<file path="config.mk">
export PLATFORM = sky130hd
export DESIGN_NAME = adsr_envelope
export DESIGN_NICKNAME = d
export VERILOG_FILES = /design/src/rtl/adsr_envelope.sv
export SDC_FILE = /design/constraint.sdc
export NUM_CORES = 1
export LEC_CHECK = 0
export CORE_UTILIZATION = 51
export CTS_BUF_LIST = sky130_fd_sc_hd__clkbuf_4 sky130_fd_sc_hd__clkbuf_8
export CTS_CLUSTER_SIZE = 25
export DETAILED_ROUTE_END_ITERATION = 8
export HOLD_SLACK_MARGIN = 0.15
export PLACE_DENSITY = 0.79
export SKIP_CTS_REPAIR_TIMING = 1
export SYNTH_ARGS = -nofsm -noshare
export SYNTH_HDL_FRONTEND = slang
export SYNTH_SLANG_ARGS = --single-unit
export TNS_END_PERCENT = 100
</file>
<file path="constraint.sdc">
create_clock -name clk -period 7 [get_ports clk]
set_input_delay 1.4 -clock clk [delete_from_list [all_inputs] [get_ports clk]]
set_output_delay 1.4 -clock clk [all_outputs]
set_load 0.02 [all_outputs]
</file>
<file path="src/rtl/adsr_envelope.sv">
// ADSR amplitude envelope: scales each DDS sample by an 8-bit level that
// ramps through attack/decay/sustain/release under note start/release pulses.
module adsr_envelope #(
    parameter int unsigned ATTACK_DIV  = 48,
    parameter int unsigned DECAY_DIV   = 96,
    parameter int unsigned RELEASE_DIV = 192,
    parameter logic [7:0]  SUSTAIN_LVL = 8'd160
) (
    input  logic        clk,
    input  logic        reset,
    input  logic        note_start,
    input  logic        note_release,
    input  logic [15:0] sample,
    input  logic        new_sample_ready,
    output logic [15:0] env_sample,
    output logic        env_sample_ready,
    output logic [7:0]  level,
    output logic        busy
);

    localparam int unsigned MAX_AD  = (ATTACK_DIV > DECAY_DIV) ? ATTACK_DIV : DECAY_DIV;
    localparam int unsigned MAX_DIV = (MAX_AD > RELEASE_DIV) ? MAX_AD : RELEASE_DIV;
    localparam int unsigned CNT_W   = (MAX_DIV > 1) ? $clog2(MAX_DIV) : 1;

    localparam logic [CNT_W-1:0] ATTACK_LAST  = CNT_W'(ATTACK_DIV - 1);
    localparam logic [CNT_W-1:0] DECAY_LAST   = CNT_W'(DECAY_DIV - 1);
    localparam logic [CNT_W-1:0] RELEASE_LAST = CNT_W'(RELEASE_DIV - 1);

    typedef enum logic [2:0] {
        IDLE,
        ATTACK,
        DECAY,
        SUSTAIN,
        RELEASE
    } state_t;

    state_t             state;
    state_t             state_next;
    logic [7:0]         level_next;
    logic [CNT_W-1:0]   count;
    logic [CNT_W-1:0]   count_next;
    logic [CNT_W-1:0]   step_last;
    logic               at_step;
    logic signed [23:0] product;
    logic [15:0]        env_next;

    // Signed 16 x unsigned 8 scaling; the magnitude fits in 24 bits, and the
    // arithmetic shift gives floor rounding of the /256.
    always_comb begin
        product  = $signed(sample) * $signed({1'b0, level});
        env_next = 16'(product >>> 8);
    end

    // Envelope next-state: divider stepping, level ramps and note pulses.
    always_comb begin
        state_next = state;
        level_next = level;
        count_next = count;
        step_last  = '0;
        at_step    = 1'b0;

        case (state)
            ATTACK:  step_last = ATTACK_LAST;
            DECAY:   step_last = DECAY_LAST;
            RELEASE: step_last = RELEASE_LAST;
            default: step_last = '0;
        endcase
        at_step = new_sample_ready && (count == step_last);

        if (note_start) begin
            state_next = ATTACK;
        end else if (note_release &&
                     (state == ATTACK || state == DECAY || state == SUSTAIN)) begin
            state_next = RELEASE;
        end else begin
            case (state)
                IDLE: begin
                    level_next = '0;
                end
                ATTACK: begin
                    if (at_step) begin
                        count_next = '0;
                        if (level != 8'hFF) begin
                            level_next = level + 8'd1;
                        end
                        // A step that lands on (or is already at) full scale ends attack.
                        if (level >= 8'hFE) begin
                            state_next = DECAY;
                        end
                    end else if (new_sample_ready) begin
                        count_next = count + CNT_W'(1);
                    end
                end
                DECAY: begin
                    // Covers SUSTAIN_LVL = 255: decay is left immediately without a step.
                    if (level <= SUSTAIN_LVL) begin
                        state_next = SUSTAIN;
                    end else if (at_step) begin
                        count_next = '0;
                        level_next = level - 8'd1;
                        if (level_next == SUSTAIN_LVL) begin
                            state_next = SUSTAIN;
                        end
                    end else if (new_sample_ready) begin
                        count_next = count + CNT_W'(1);
                    end
                end
                RELEASE: begin
                    if (level == 8'd0) begin
                        state_next = IDLE;
                    end else if (at_step) begin
                        count_next = '0;
                        level_next = level - 8'd1;
                        if (level == 8'd1) begin
                            state_next = IDLE;
                        end
                    end else if (new_sample_ready) begin
                        count_next = count + CNT_W'(1);
                    end
                end
                default: begin
                    level_next = level;
                end
            endcase
        end

        if (note_start || (state_next != state)) begin
            count_next = '0;
        end
    end

    // Envelope state register; busy is registered alongside the state.
    always_ff @(posedge clk) begin
        if (reset) begin
            state <= IDLE;
            level <= '0;
            count <= '0;
            busy  <= 1'b0;
        end else begin
            state <= state_next;
            level <= level_next;
            count <= count_next;
            busy  <= (state_next != IDLE);
        end
    end

    // Output sample register: one-cycle latency, holds between strobes.
    always_ff @(posedge clk) begin
        if (reset) begin
            env_sample       <= '0;
            env_sample_ready <= 1'b0;
        end else begin
            env_sample_ready <= new_sample_ready;
            if (new_sample_ready) begin
                env_sample <= env_next;
            end
        end
    end

endmodule

</file>
==> metrics.txt <==
# TYPE chip_impl_metric gauge
chip_impl_metric{name="synth-async-reset-ratio",unit=""} 0
chip_impl_info{name="synth_largest_area_cell",value="fa_1"} 1
chip_impl_metric{name="mappedNetlistArea",unit="um2"} 6450
chip_impl_metric{name="maxCapViolations",unit=""} 0
chip_impl_metric{name="final.setup_skew",unit="ns"} 0.00396
chip_impl_metric{name="dieArea",unit="um2"} 13100
chip_impl_metric{name="cp_max_fo",unit=""} 8
chip_impl_metric{name="detailed_place_hpwl",unit="mm"} 11.1
chip_impl_metric{name="yosysSeqAreaShare",unit=""} 0.115
chip_impl_metric{name="synth-simple-area-share",unit=""} 0.227
chip_impl_info{name="leading_register_cell_type_out_of_synthesis",value="dfxtp_1"} 1
chip_impl_metric{name="utilization_after_layout",unit=""} 0.589
chip_impl_metric{name="area_growth",unit="%"} 11.1
chip_impl_metric{name="finalCriticalPeriod",unit="ns"} 6.34
chip_impl_info{name="yosys.cell_count.top_type",value="inv_1"} 1
chip_impl_info{name="setup_cp_type",value="primary input to flip-flop"} 1
chip_impl_info{name="startpoint_type",value="primary input"} 1
chip_impl_metric{name="grt_first_pass_wirelength",unit="mm"} 24.5
chip_impl_metric{name="fmax",unit="MHz"} 158
chip_impl_info{name="synth_commonest_cells",value="148 x inv_1, 99 x fa_1, 93 x nand2_1"} 1
chip_impl_metric{name="total_number_of_vias",unit=""} 5126
chip_impl_metric{name="critical_path_depth",unit=""} 18
chip_impl_metric{name="ys_seq_elements",unit=""} 37
chip_impl_info{name="run_status",value="completed"} 1
chip_impl_metric{name="synth.yosys.warnings",unit=""} 0
chip_impl_info{name="cpMostUsedCell",value="fa_1"} 1
chip_impl_metric{name="die_h",unit="um"} 114
chip_impl_metric{name="detail_route.drc_violations",unit=""} 0
chip_impl_metric{name="groute.usage.overall",unit=""} 0.236
chip_impl_metric{name="synthMuxAreaShare",unit=""} 0.0227
chip_impl_metric{name="route.antenna.remaining_nets",unit=""} 0
chip_impl_metric{name="report.final.slew_viol_count",unit=""} 0
chip_impl_metric{name="syn_area_per_cell",unit="um2"} 8.35
chip_impl_info{name="worst_hold_path.endpoint",value="env_sample[2]$_SDFFE_PP0P_"} 1
chip_impl_metric{name="post_synth_fa_ha_maj_area_fraction",unit=""} 0.405
chip_impl_metric{name="numPortBuffers",unit=""} 46
chip_impl_metric{name="synth.lib_cells_used.distinct",unit=""} 63
chip_impl_metric{name="synth_nets",unit=""} 942
chip_impl_metric{name="global_route.overflow_total",unit=""} 0
chip_impl_metric{name="antenna_found_initial",unit=""} 0
chip_impl_info{name="critPathTopFamily",value="adder cells"} 1
chip_impl_metric{name="std_cell_core_area",unit="um2"} 12200
chip_impl_metric{name="timing.critical_path.arrival",unit="ns"} 6.52
chip_impl_metric{name="clk_latency",unit="ns"} 0.29
chip_impl_info{name="hold_class",value="flip-flop to flip-flop"} 1
chip_impl_metric{name="layout_worst_path_cycle_share",unit=""} 0.905
chip_impl_metric{name="final-hold-violation-count",unit=""} 0
chip_impl_metric{name="filler_cell_count",unit=""} 1114
chip_impl_metric{name="worstMarginPinSlew",unit="ns"} 0.973
chip_impl_metric{name="cts_max_level",unit=""} 2
chip_impl_metric{name="ir_drop",unit="mV"} 0.0879
chip_impl_metric{name="worstHoldPathCells",unit=""} 2
chip_impl_metric{name="pin_count",unit=""} 47
chip_impl_metric{name="multi_input_comb_area",unit="um2"} 5020
chip_impl_info{name="critical-path-slowest-cell",value="clkdlybuf4s50_1"} 1
chip_impl_metric{name="synth-edff-count",unit=""} 0
chip_impl_metric{name="clkSlewWorstSetupHoldPaths",unit="ns"} 0.07
chip_impl_metric{name="route.final.wire_length",unit="mm"} 14.0
chip_impl_metric{name="max-clock-path-buffers",unit=""} 2
chip_impl_metric{name="grt_max_degree",unit=""} 35
chip_impl_metric{name="num-nets-final",unit=""} 976
chip_impl_metric{name="fin_tns_setup",unit="ns"} 0
chip_impl_metric{name="netlist.area_leader.share",unit=""} 0.307
chip_impl_metric{name="pwr_density",unit="nW/um2"} 88.7
chip_impl_metric{name="postSynthCellCount",unit=""} 772
chip_impl_metric{name="first_global_vias",unit=""} 5247
chip_impl_metric{name="worst_reg_to_reg_path_cell_count",unit=""} 17
chip_impl_metric{name="timing.reg2reg.setup_slack",unit="ns"} 1.50
chip_impl_metric{name="max_stage_delay",unit="ns"} 0.61
chip_impl_metric{name="initial_utilization",unit=""} 0.530
chip_impl_metric{name="clock-sinks",unit=""} 37
chip_impl_metric{name="seq_area",unit="um2"} 741
chip_impl_metric{name="critical_path_buf_inv_count",unit=""} 5
chip_impl_info{name="rsz0062_at_grt",value="no"} 1
chip_impl_metric{name="first_iter_violations",unit=""} 335
chip_impl_metric{name="die_width",unit="um"} 114
chip_impl_info{name="largest_family_of_logic_cells_by_synthesized_area",value="adder cells"} 1
chip_impl_metric{name="row_count",unit=""} 40
chip_impl_info{name="critical_path.endpoint_type",value="flip-flop"} 1
chip_impl_metric{name="gpl.final_weighted_congestion",unit=""} 0.879
chip_impl_info{name="tritoncts_clock_tree",value="yes"} 1
chip_impl_metric{name="setup-violations-final",unit=""} 0
chip_impl_metric{name="detail_route.wl_per_cell",unit="um"} 14.4
chip_impl_info{name="path_cells",value="clkdlybuf4s50_1 > nand2_1 > inv_1 > fa_1 > buf_4 > fa_1 > fa_1 > inv_1 > fa_1 > inv_1 > ha_1 > and4_1 > o21ai_0 > a31oi_1 > nand2_1 > o21ai_0 > a31oi_1 > o311a_1"} 1
chip_impl_metric{name="n_antenna_cell",unit=""} 0
chip_impl_info{name="r2r-start",value="level[0]$_SDFFE_PP0P_"} 1
chip_impl_metric{name="drive_above_1_share",unit=""} 0.0422
chip_impl_metric{name="slew_headroom",unit=""} 0.351
chip_impl_metric{name="synth_xor_area_frac",unit=""} 0.0367
chip_impl_metric{name="viasPerCell",unit=""} 5.26
chip_impl_info{name="clockRootBuffer",value="clkbuf_8"} 1
chip_impl_metric{name="worst_ep_required_time",unit="ns"} 7.18
chip_impl_info{name="hold_path_startpoint",value="env_sample[2]$_SDFFE_PP0P_"} 1
chip_impl_metric{name="synth_compound_gate_area_share",unit=""} 0.0877
chip_impl_info{name="crit-reg2reg-capture",value="env_sample[15]$_SDFFE_PP0P_"} 1
chip_impl_metric{name="inserted_clock_buffers",unit=""} 5
chip_impl_info{name="synth.area.top_cells",value="fa_1 31%, dfxtp_1 11%, ha_1 9.7%, inv_1 8.6%, and2_1 6.7%"} 1
chip_impl_metric{name="leakage_power_figure",unit="uW"} 0.00354
chip_impl_metric{name="first_pass_iters",unit=""} 7
## flip-flops by register name, summed over array words and instances, names as in the netlist
| register | flops |
|---|---|
| busy | 1 |
| count | 8 |
| env_sample | 16 |
| env_sample_ready | 1 |
| level | 8 |
| state | 3 |
## placed cells by master (no fill, tap or decap), types with 10 or more instances in the layout
| cell type | Yosys | final |
|---|---|---|
| nor2_1 | 44 | 44 |
| inv_1 | 148 | 148 |
| ha_1 | 50 | 50 |
| buf_4 | 1 | 11 |
| nand3_1 | 10 | 10 |
| and2_1 | 69 | 69 |
| nand2_1 | 93 | 93 |
| xor2_1 | 12 | 12 |
| mux2i_1 | 11 | 11 |
| o21ai_0 | 15 | 15 |
| a21oi_1 | 26 | 26 |
| clkdlybuf4s50_1 | 0 | 46 |
| fa_1 | 99 | 99 |
| xnor2_1 | 15 | 15 |
| dfxtp_1 | 37 | 37 |
## layer usage
metal	up-vias	wire length, um	global-route usage	part of all wire
li1	2491	-	-	-
met1	2477	6310	0.319	0.45
met2	135	6770	0.404	0.48
met3	23	644	0.0222	0.046
met4	0	285	0.0658	0.020
met5	-	0	0	0
## worst reg2reg max path: cells and delay by family (launching register included)
family	cells	cell delay (ns)
compound gates	5	1.34
fa+ha+maj	5	2.26
buf+inv	4	0.44
flops	1	0.81
simple gates	3	0.54
## kinds of logic (layout without fill, tap and decap cells)
| logic type | after synthesis | in the layout |
|---|---|---|
| simple gates | 282 | 282 |
| buf+inv | 178 | 212 |
| fa+ha+maj | 149 | 149 |
| compound gates | 86 | 86 |
| flops | 37 | 37 |
| xor+xnor | 27 | 27 |
| mux | 13 | 13 |
## how the worst max path moves through the flow
| stage | startpoint | endpoint |
|---|---|---|
| CTS | sample[15] | env_sample[15]$_SDFFE_PP0P_ |
| finish | sample[15] | env_sample[15]$_SDFFE_PP0P_ |
| floorplan | sample[15] | env_sample[15]$_SDFFE_PP0P_ |
| global placement | sample[11] | env_sample[14]$_SDFFE_PP0P_ |
| global route | sample[15] | env_sample[14]$_SDFFE_PP0P_ |
| detailed placement | sample[15] | env_sample[15]$_SDFFE_PP0P_ |
## power breakdown
part / internal (uW) / switching (uW)
Clock: 77.8 / 77.4
Sequential: 220 / 16.2
Combinational: 103 / 141
## final cells by class
cell class,count,share of cell area
multi-input cells,557,0.701
flip-flops and latches,37,0.103
inverters,148,0.0776
repair buffers,57,0.0758
well taps,168,0.0294
clock buffers,6,0.0115
clock inverters,1,0.00105
## stage by stage
stage,total power [uW],hold WS (ns),cell area (um2),worst slack (ns),std cells
floorplan,404,0.474,6450,1.25,772
global placement,480,0.450,7070,0.409,967
detailed placement,485,0.446,7070,0.436,967
CTS,641,0.464,7160,0.722,974
global route,683,0.533,7160,0.325,974
finish,635,0.462,7160,0.662,974
Power figures use the tool's default switching activity.
